## config.mk

```make
export PLATFORM = sky130hd
export DESIGN_NAME = pipe_hazard_unit_flat
export DESIGN_NICKNAME = d
export VERILOG_FILES = /design/src/rtl/pipe_hazard_if.sv /design/src/rtl/pipe_hazard_unit.sv /design/src/flat_wrapper.sv
export SDC_FILE = /design/constraint.sdc
export NUM_CORES = 1
export LEC_CHECK = 0
export CAP_MARGIN = 15
export CORE_ASPECT_RATIO = 1.1
export CORE_UTILIZATION = 35
export CTS_BUF_LIST = sky130_fd_sc_hd__clkbuf_16
export CTS_CLUSTER_DIAMETER = 50
export CTS_CLUSTER_SIZE = 16
export DETAILED_ROUTE_END_ITERATION = 6
export PLACE_DENSITY = 0.62
export SKIP_CTS_REPAIR_TIMING = 1
export SLEW_MARGIN = 10
export SYNTH_ARGS = -nofsm -noshare
export SYNTH_HDL_FRONTEND = slang
export SYNTH_SLANG_ARGS = --single-unit
```

## constraint.sdc

```tcl
create_clock -name clk -period 2.4 [get_ports clk]
set_input_delay 0.6 -clock clk [delete_from_list [all_inputs] [get_ports clk]]
set_output_delay 0.6 -clock clk [all_outputs]
set_load 0.05 [all_outputs]
```

## src/rtl/pipe_hazard_if.sv

```systemverilog
// Hazard-unit bus: ID-stage instruction fields in, pipeline control and
// forwarding selects, tracked tags and debug counters out.
interface pipe_hazard_if #(
  parameter int REG_BITS = 5,
  parameter int CNT_W    = 16
);
  logic                id_valid;
  logic [REG_BITS-1:0] id_rn;
  logic [REG_BITS-1:0] id_rm;
  logic                id_uses_rn;
  logic                id_uses_rm;
  logic [REG_BITS-1:0] id_rd;
  logic                id_regwrite;
  logic                id_memread;

  logic                stall;
  logic                freeze;
  logic [1:0]          fwd_a;
  logic [1:0]          fwd_b;
  logic [REG_BITS-1:0] ex_rd;
  logic [REG_BITS-1:0] mem_rd;
  logic [REG_BITS-1:0] wb_rd;
  logic [CNT_W-1:0]    stall_cnt;
  logic [CNT_W-1:0]    freeze_cnt;

  modport master (
    output id_valid, id_rn, id_rm, id_uses_rn, id_uses_rm, id_rd, id_regwrite, id_memread,
    input  stall, freeze, fwd_a, fwd_b, ex_rd, mem_rd, wb_rd, stall_cnt, freeze_cnt
  );

  modport slave (
    input  id_valid, id_rn, id_rm, id_uses_rn, id_uses_rm, id_rd, id_regwrite, id_memread,
    output stall, freeze, fwd_a, fwd_b, ex_rd, mem_rd, wb_rd, stall_cnt, freeze_cnt
  );
endinterface

```

## src/rtl/pipe_hazard_unit.sv

```systemverilog
// Hazard and forwarding controller: tracks destination tags through EX/MEM/WB,
// drives ALU operand forwarding, load-use bubbles and a freeze for slow loads.
module pipe_hazard_unit #(
  parameter int REG_BITS = 5,
  parameter int ZERO_REG = 31,
  parameter int LOAD_LAT = 1,
  parameter int CNT_W    = 16
) (
  input logic          clk,
  input logic          Reset,
  pipe_hazard_if.slave hz
);
  localparam logic [REG_BITS-1:0] ZR        = REG_BITS'(ZERO_REG);
  localparam logic [2:0]          LAST_WAIT = 3'(LOAD_LAT - 1);
  localparam bit                  MULTI_CYC = (LOAD_LAT > 1);

  typedef struct packed {
    logic [REG_BITS-1:0] rd;
    logic [REG_BITS-1:0] rn;
    logic [REG_BITS-1:0] rm;
    logic                regwrite;
    logic                memread;
    logic                uses_rn;
    logic                uses_rm;
  } ex_tag_t;

  typedef struct packed {
    logic [REG_BITS-1:0] rd;
    logic                regwrite;
    logic                memread;
  } mem_tag_t;

  typedef struct packed {
    logic [REG_BITS-1:0] rd;
    logic                regwrite;
  } wb_tag_t;

  typedef enum logic { ST_IDLE, ST_WAIT } state_t;

  localparam ex_tag_t EX_BUBBLE = '{rd: ZR, rn: ZR, rm: ZR, regwrite: 1'b0,
                                    memread: 1'b0, uses_rn: 1'b0, uses_rm: 1'b0};
  localparam mem_tag_t MEM_BUBBLE = '{rd: ZR, regwrite: 1'b0, memread: 1'b0};
  localparam wb_tag_t  WB_BUBBLE  = '{rd: ZR, regwrite: 1'b0};

  // Event counters hold at all-ones instead of wrapping.
  function automatic logic [CNT_W-1:0] sat_inc(input logic [CNT_W-1:0] v);
    return (&v) ? v : v + 1'b1;
  endfunction

  // Newest producer wins; a load still in MEM has no data to forward yet.
  function automatic logic [1:0] fwd_sel(input logic uses, input logic [REG_BITS-1:0] src,
                                         input mem_tag_t m, input wb_tag_t w);
    logic [1:0] sel;
    sel = 2'b00;
    if (uses && m.regwrite && !m.memread && (m.rd != ZR) && (m.rd == src)) begin
      sel = 2'b10;
    end else if (uses && w.regwrite && (w.rd != ZR) && (w.rd == src)) begin
      sel = 2'b01;
    end
    return sel;
  endfunction

  ex_tag_t          ex_q, ex_d;
  mem_tag_t         mem_q, mem_d;
  wb_tag_t          wb_q, wb_d;
  state_t           state_q, state_d;
  logic [2:0]       wait_cnt_q, wait_cnt_d;
  logic [CNT_W-1:0] stall_cnt_q, stall_cnt_d;
  logic [CNT_W-1:0] freeze_cnt_q, freeze_cnt_d;

  logic freeze;
  logic load_use;
  logic stall;

  // In WAIT the counter never reaches LOAD_LAT, so freeze spans the whole wait.
  assign freeze   = (state_q == ST_WAIT) && ({1'b0, wait_cnt_q} < 4'(LOAD_LAT));
  assign load_use = ex_q.memread && ex_q.regwrite && (ex_q.rd != ZR) &&
                    ((hz.id_uses_rn && (hz.id_rn == ex_q.rd)) ||
                     (hz.id_uses_rm && (hz.id_rm == ex_q.rd)));
  assign stall    = !freeze && hz.id_valid && load_use;

  assign hz.stall      = stall;
  assign hz.freeze     = freeze;
  assign hz.fwd_a      = fwd_sel(ex_q.uses_rn, ex_q.rn, mem_q, wb_q);
  assign hz.fwd_b      = fwd_sel(ex_q.uses_rm, ex_q.rm, mem_q, wb_q);
  assign hz.ex_rd      = ex_q.rd;
  assign hz.mem_rd     = mem_q.rd;
  assign hz.wb_rd      = wb_q.rd;
  assign hz.stall_cnt  = stall_cnt_q;
  assign hz.freeze_cnt = freeze_cnt_q;

  // Next tag stages, memory-wait FSM and counters.
  always_comb begin
    ex_d         = ex_q;
    mem_d        = mem_q;
    wb_d         = wb_q;
    state_d      = state_q;
    wait_cnt_d   = wait_cnt_q;
    stall_cnt_d  = stall ? sat_inc(stall_cnt_q) : stall_cnt_q;
    freeze_cnt_d = freeze ? sat_inc(freeze_cnt_q) : freeze_cnt_q;

    // ID -> EX -> MEM -> WB boundary: the whole tag pipe moves unless frozen.
    if (!freeze) begin
      wb_d  = '{rd: mem_q.rd, regwrite: mem_q.regwrite};
      mem_d = '{rd: ex_q.rd, regwrite: ex_q.regwrite, memread: ex_q.memread};
      if (stall || !hz.id_valid) begin
        ex_d = EX_BUBBLE;
      end else begin
        ex_d = '{rd: hz.id_rd, rn: hz.id_rn, rm: hz.id_rm, regwrite: hz.id_regwrite,
                 memread: hz.id_memread, uses_rn: hz.id_uses_rn, uses_rm: hz.id_uses_rm};
      end
    end

    // The wait starts on the edge that moves a load into MEM.
    case (state_q)
      ST_IDLE: begin
        if (MULTI_CYC && !freeze && ex_q.memread) begin
          state_d    = ST_WAIT;
          wait_cnt_d = 3'd1;
        end
      end
      ST_WAIT: begin
        if (wait_cnt_q == LAST_WAIT) begin
          state_d    = ST_IDLE;
          wait_cnt_d = 3'd0;
        end else begin
          wait_cnt_d = wait_cnt_q + 3'd1;
        end
      end
    endcase
  end

  // State registers; reset overrides freeze and discards any frozen load.
  always_ff @(posedge clk) begin
    if (Reset) begin
      ex_q         <= EX_BUBBLE;
      mem_q        <= MEM_BUBBLE;
      wb_q         <= WB_BUBBLE;
      state_q      <= ST_IDLE;
      wait_cnt_q   <= 3'd0;
      stall_cnt_q  <= '0;
      freeze_cnt_q <= '0;
    end else begin
      ex_q         <= ex_d;
      mem_q        <= mem_d;
      wb_q         <= wb_d;
      state_q      <= state_d;
      wait_cnt_q   <= wait_cnt_d;
      stall_cnt_q  <= stall_cnt_d;
      freeze_cnt_q <= freeze_cnt_d;
    end
  end
endmodule

```

## src/flat_wrapper.sv

```systemverilog
// flat-port wrapper written by rule: the top's interface ports become plain ports
module pipe_hazard_unit_flat 
#(
  parameter int REG_BITS = 5,
  parameter int ZERO_REG = 31,
  parameter int LOAD_LAT = 1,
  parameter int CNT_W    = 16
)
  (clk, Reset, hz_id_valid, hz_id_rn, hz_id_rm, hz_id_uses_rn, hz_id_uses_rm, hz_id_rd, hz_id_regwrite, hz_id_memread, hz_stall, hz_freeze, hz_fwd_a, hz_fwd_b, hz_ex_rd, hz_mem_rd, hz_wb_rd, hz_stall_cnt, hz_freeze_cnt);
  pipe_hazard_if #(.REG_BITS(REG_BITS), .CNT_W(CNT_W)) hz_i ();
  input logic clk;
  input logic Reset;
  input wire logic [$bits(hz_i.id_valid)-1:0] hz_id_valid;
  input wire logic [$bits(hz_i.id_rn)-1:0] hz_id_rn;
  input wire logic [$bits(hz_i.id_rm)-1:0] hz_id_rm;
  input wire logic [$bits(hz_i.id_uses_rn)-1:0] hz_id_uses_rn;
  input wire logic [$bits(hz_i.id_uses_rm)-1:0] hz_id_uses_rm;
  input wire logic [$bits(hz_i.id_rd)-1:0] hz_id_rd;
  input wire logic [$bits(hz_i.id_regwrite)-1:0] hz_id_regwrite;
  input wire logic [$bits(hz_i.id_memread)-1:0] hz_id_memread;
  output wire logic [$bits(hz_i.stall)-1:0] hz_stall;
  output wire logic [$bits(hz_i.freeze)-1:0] hz_freeze;
  output wire logic [$bits(hz_i.fwd_a)-1:0] hz_fwd_a;
  output wire logic [$bits(hz_i.fwd_b)-1:0] hz_fwd_b;
  output wire logic [$bits(hz_i.ex_rd)-1:0] hz_ex_rd;
  output wire logic [$bits(hz_i.mem_rd)-1:0] hz_mem_rd;
  output wire logic [$bits(hz_i.wb_rd)-1:0] hz_wb_rd;
  output wire logic [$bits(hz_i.stall_cnt)-1:0] hz_stall_cnt;
  output wire logic [$bits(hz_i.freeze_cnt)-1:0] hz_freeze_cnt;
  assign hz_i.id_valid = hz_id_valid;
  assign hz_i.id_rn = hz_id_rn;
  assign hz_i.id_rm = hz_id_rm;
  assign hz_i.id_uses_rn = hz_id_uses_rn;
  assign hz_i.id_uses_rm = hz_id_uses_rm;
  assign hz_i.id_rd = hz_id_rd;
  assign hz_i.id_regwrite = hz_id_regwrite;
  assign hz_i.id_memread = hz_id_memread;
  assign hz_stall = hz_i.stall;
  assign hz_freeze = hz_i.freeze;
  assign hz_fwd_a = hz_i.fwd_a;
  assign hz_fwd_b = hz_i.fwd_b;
  assign hz_ex_rd = hz_i.ex_rd;
  assign hz_mem_rd = hz_i.mem_rd;
  assign hz_wb_rd = hz_i.wb_rd;
  assign hz_stall_cnt = hz_i.stall_cnt;
  assign hz_freeze_cnt = hz_i.freeze_cnt;
  pipe_hazard_unit #(.REG_BITS(REG_BITS), .ZERO_REG(ZERO_REG), .LOAD_LAT(LOAD_LAT), .CNT_W(CNT_W)) u_core (.clk(clk), .Reset(Reset), .hz(hz_i));
endmodule
```

* Word-level counts from Yosys, hierarchy flattened *
Cells that the tools add are included.

storage, ports and cells
  output and inout bits = 53
  register bits = 68
  logic and storage cells = 72
  bits of input ports = 22

operators by class
  muxes and demuxes = 7
  eq/ne operators = 9
  add/sub/neg operators = 3
  reduce and logical (&&, ||, !) cells = 33
  bitwise gates (word level) = 3
  order comparisons = 1

operator list
  cell                                                                          count
  16-bit by 1-bit adder with 16-bit output, second input constant               2
  16-bit AND reduction                                                          2
  5-bit == test                                                                 6
  1-bit logical AND                                                             22
  19-bit 2-to-1 mux                                                             1
  5-bit != test, second input constant                                          3
  2-bit 2-to-1 mux                                                              2
  2-bit AND reduction                                                           2
  3-bit by 1-bit adder with 3-bit output, second input constant                 1
  1-bit zero test                                                               3
  3-bit zero test                                                               1
  3-bit by 1-bit less-than comparator with 1-bit output, second input constant  1
  1-bit 2-to-1 mux                                                              3
  3-bit 2-to-1 mux                                                              1
  1-bit inverter                                                                3
  1-bit logical OR                                                              2
  2-bit OR reduction                                                            1

* Depth between registers and ports, before layout *
Gate-level depths: netlist of the first run.

  word-level depth = 7
  mapped depth = 8
  depth with buffers taken out = 6

* Worst setup path after synthesis of the first run *
Ideal clock, no wire load.

  path type = register to output
  from = register u_core.mem_q, in the netlist u_core.hz.mem_rd[1]
  to = output port hz_fwd_a[0]
  buffers on the path = 0
  setup slack = -309 ps
  arrival time = 2109 ps
  cell stages (with the launch flop) = 6
  required time = 1800 ps
  cell sequence = dfxtp_1 and3_1 nand3_1 nand3b_1 nor2_1 nor3_1

between the ends
  cells in the longest elaborated chain, start to end = 4
  elaborated cells on any way between the ends = 5
  those cells by class = eq/ne (2); mux (1); reduce/logical (2)

RTL lines
  element                   RTL line                 source
  start: declaration        pipe_hazard_unit.sv:64   mem_tag_t mem_q, mem_d;
  start signal: assignment  pipe_hazard_unit.sv:145  mem_q <= mem_d;
  5-bit != test             pipe_hazard_unit.sv:55   if (uses && m.regwrite && !m.memread && (m.rd != ZR) && (m.rd == src)) begin
  1-bit logical AND         pipe_hazard_unit.sv:55
  1-bit logical AND (*)     pipe_hazard_unit.sv:55
  2-bit 2-to-1 mux (*)      pipe_hazard_unit.sv:55
  end: declaration          flat_wrapper.sv:23       output wire logic [$bits(hz_i.fwd_a)-1:0] hz_fwd_a;

Every way passes the cells marked *; elsewhere a longest branch is shown, timed or not.

* Worst setup path in the final report of the first run *
  from = input port hz_id_uses_rm
  to = output port hz_stall

between the ends
  cells in the longest elaborated chain, start to end = 4

RTL lines
  element             RTL line                source
  start: declaration  flat_wrapper.sv:17      input wire logic [$bits(hz_i.id_uses_rm)-1:0] hz_id_uses_rm;
  1-bit logical AND   pipe_hazard_unit.sv:79  (hz.id_uses_rm && (hz.id_rm == ex_q.rd)));
  1-bit logical OR    pipe_hazard_unit.sv:78  ((hz.id_uses_rn && (hz.id_rn == ex_q.rd)) ||
  1-bit logical AND   pipe_hazard_unit.sv:77  assign load_use = ex_q.memread && ex_q.regwrite && (ex_q.rd != ZR) &&
  1-bit logical AND   pipe_hazard_unit.sv:80  assign stall = !freeze && hz.id_valid && load_use;
  end: declaration    flat_wrapper.sv:21      output wire logic [$bits(hz_i.stall)-1:0] hz_stall;

No other way between the ends.

==> qor.log, run 1 <==
[synth] most common library cells after synthesis 68 x sky130_fd_sc_hd__dfxtp_1, 49 x sky130_fd_sc_hd__nand2_1, 35 x sky130_fd_sc_hd__nor2_1
[grt] number of antenna violations at the first check in global routing 0
[layout] antenna cell count 0
[synth] ys async rst share 0%
[synth] most repeated cell in the gate-level netlist after synthesis sky130_fd_sc_hd__dfxtp_1
[grt] maximum number of pins on one net before global-route repair 26
[critical_path] CP Launch Type input pin
[layout] Final Instance Count excl. Fillers 606
[sta] highest clock frequency the design can meet 0.4252 GHz
[worst_hold_path] Hold Crit Depth 2
[sta] Slew HR 46.46%
[sta] Worst Skew 0.004783 ns
[synth] EDFF count, synth 0
[grt] total congestion overflow after global routing 0
[layout] proportion of layout cells with a drive suffix above 1 15.75%
[critical_path] Critical Path AT 1.75 ns
[sta] count of pins over their slew limit 0
[synth] post-synthesis cell type with the largest combined area sky130_fd_sc_hd__dfxtp_1
[worst_hold_path] critical hold path startpoint u_core.mem_q[0]$_SDFFE_PP0N_
[synth] fraction of the yosys area taken by sequential cells 39.46%
[clocking] number of clock sinks 68
[floorplan] starting density of the core 36.53%
[pwr] Power Dens Cells 597.0 mW/mm^2
[floorplan] Die Ht 106.1 um
[synth] synthesis warning total 0
[synth] syn_nets 434
[pwr] VDD IR-drop max 0.0004747 V
[synth] Cells after Synth 408
[floorplan] num ports 75
[synth] top flip-flop cell by instance count after synthesis sky130_fd_sc_hd__dfxtp_1
[placement] Placer Congestion 0.8316
[routing] iteration count of the initial detailed-routing pass 4
[placement] Final HPWL DP 6369 um
[routing] post-route antenna net violation count 0
[critical_path] worst reg2reg path startpoint u_core.hz.ex_rd[3]$_SDFFE_PP1N_
[layout] area of the multi-input gates 0.001894 sq mm
[synth] cell types with the largest area share after synthesis sky130_fd_sc_hd__dfxtp_1 39%, sky130_fd_sc_hd__nand2_1 5.3%, sky130_fd_sc_hd__xnor2_1 5.1%
[floorplan] row count 37
[worst_hold_path] worst min-delay path class reg2reg
[routing] mean number of vias per cell 5.307
[layout] layout overhead on the synthesized area 40.77%
[critical_path] type of element capturing the critical path output pin
[routing] violation count after the first detailed-routing iteration 150
[clocking] Clk pin slew, worst setup/hold paths 0.06 ns
[grt] global-route wire length before repair 14350 um
[clocking] maximum count of clock buffers along a single path 2
[pwr] leakage power 1.799 nW
[synth] number of storage elements in the synthesis netlist 68
[sta] total count of hold-check failures in the final report 0
[floorplan] standard cell core area 0.009444 sq mm
[routing] number of remaining DRC errors 0
[critical_path] Worst Path Max Fanout 3
[critical_path] WP data required 1.80 ns
[sta] final number of setup-violating endpoints 0
[sta] crit share post-route 97.98%
[sta] slew at the pin with the worst max-slew slack 0.7930 ns
[grt] Total GRT Usage 17.03%
[synth] area share of the leading cell type in the synthesized netlist 39.46%
[layout] area of all placed cells without fillers 0.004856 sq mm
[placement] cell count after placement 587
[grt] number of global-route vias before repair 2974
[synth] count of unique library cells instantiated by Yosys 45
[clocking] clock latency on the worst-skew pair 0.32 ns
[synth] Cell Area, Synth 0.003450 sq mm
[layout] area taken by flip-flops and latches 0.001379 sq mm
[job] max-cap viol count 0
[clocking] CTS root buf sky130_fd_sc_hd__clkbuf_16
[routing] average wire per standard cell 14.35 um
[routing] DR vias 3216
[floorplan] Die X 96.66 um
[layout] count of filler cells inserted in the layout 909
[floorplan] Die ar. 0.01026 sq mm
[critical_path] critical path start-end classification in2out
[critical_path] number of cells on the worst reg-to-reg path 7
[placement] area post-placement 0.004398 sq mm
[placement] IO Port Bufs 74
[sta] Min Clock Period, post-route 2.352 ns
[clocking] TritonCTS clock tree done
[layout] Layout Nets 510
[critical_path] Setup crit start hz_id_uses_rm
[clocking] CTS HTree Levels 3
[clocking] clock buffers created by TritonCTS 9
[routing] total wire length after detailed routing 8698 um
[synth] synthesized area divided by synthesized cell count 8.455 sq um
[status] result of the run finished, final reports clean
[path summary, 6_finish.rpt]
path                                                             to  slack (ns)
worst min register to register         u_core.mem_q[0]$_SDFFE_PP0N_        0.46
worst max-delay path                                       hz_stall        0.05
worst min-delay path                   u_core.mem_q[0]$_SDFFE_PP0N_        0.46
worst max register to register  u_core.hz.stall_cnt[8]$_SDFFE_PP0P_        0.25
[power breakdown]
group	internal [mW]	switching, mW
clock network	1.02	0.511
registers	1.15	0.0283
logic	0.0969	0.0947
[cells by family (layout without fill, tap and decap cells)]
group	after synthesis	in the layout	synth area share, %
adder cells (fa/ha/maj)	4	4	1.451
AO/OA/AOI/OAI	65	65	13.20
buffers and inverters	45	126	7.073
flip-flops	68	68	39.46
XOR/XNOR	40	40	10.16
multiplexers	11	11	3.446
AND/OR/NAND/NOR	175	175	25.21
[state kept, by name (all words and copies together), names as in the netlist]
name / cells
u_core.state_q: 1
u_core.wb_q: 1
u_core.hz.mem_rd: 5
u_core.wait_cnt_q: 3
u_core.hz.stall_cnt: 16
u_core.ex_q: 14
u_core.hz.freeze_cnt: 16
u_core.mem_q: 2
u_core.hz.wb_rd: 5
u_core.hz.ex_rd: 5
[stage by stage]
step	utilization, %	power (mW)	TNS, ns	hold WS (ns)	setup slack, ns
floorplan	-	1.305	-0.07966	0.4266	-0.07966
global placement	46.57	1.385	-2.600	0.4493	-0.2388
detailed placement	46.57	1.387	-3.096	0.4556	-0.2814
CTS	50.25	2.923	-0.2843	0.4660	-0.2377
global route	51.42	3.001	-0.01653	0.5035	-0.01653
finish	51.42	2.899	0	0.4642	0.04842
[worst max-delay path, stage by stage]
cell and delay [ns]:
sky130_fd_sc_hd__clkdlybuf4s50_1 0.51, sky130_fd_sc_hd__nand2_1 0.08, sky130_fd_sc_hd__o22a_2 0.28, sky130_fd_sc_hd__nor2_4 0.14, sky130_fd_sc_hd__buf_12 0.14
[cell usage in the layout (no fill, tap or decap), types with 6 or more instances in the layout]
cell type / count
sky130_fd_sc_hd__dfxtp_1: 58
sky130_fd_sc_hd__clkdlybuf4s50_1: 57
sky130_fd_sc_hd__nand2_1: 49
sky130_fd_sc_hd__nor2_1: 32
sky130_fd_sc_hd__nand3_1: 29
sky130_fd_sc_hd__buf_4: 22
sky130_fd_sc_hd__xor2_1: 20
sky130_fd_sc_hd__xnor2_1: 20
sky130_fd_sc_hd__o22a_1: 15
sky130_fd_sc_hd__nand4_1: 14
sky130_fd_sc_hd__a21oi_1: 14
sky130_fd_sc_hd__inv_1: 11
sky130_fd_sc_hd__o21ai_0: 11
sky130_fd_sc_hd__dlymetal6s2s_1: 11
sky130_fd_sc_hd__clkbuf_16: 10
sky130_fd_sc_hd__nor4_1: 8
sky130_fd_sc_hd__or4_1: 8
sky130_fd_sc_hd__dfxtp_2: 8
sky130_fd_sc_hd__nor2b_1: 7
sky130_fd_sc_hd__mux2_2: 7
sky130_fd_sc_hd__buf_12: 7
sky130_fd_sc_hd__a211oi_1: 6
sky130_fd_sc_hd__o31ai_1: 6
[per-layer routing]
metal	wire, um	GRT usage (%)	share of wire, %	vias to the layer above
met1	4088	22.20	47	1535
met4	102	5.437	1.2	0
met5	0	0	0	-
met2	4111	27.77	47	77
met3	397	4.011	4.6	10
li1	-	-	-	1594
[layout make-up]
cell class | count | share of cell area [%]
inverter | 12 | 1.031
timing repair buffer | 98 | 21.39
sequential | 68 | 28.39
tap | 117 | 3.015
multi-input combinational | 295 | 39.01
clock buffer | 9 | 4.638
clock inverter | 7 | 2.525
Note: power is estimated with default switching activity, not from simulation.
==> run 2, diff against run 1 <==
Settings changed: SKIP_LAST_GASP from default to 1.
==> results of run 2 <==
The final DEF is identical to that of run 1; final timing and power are the same.
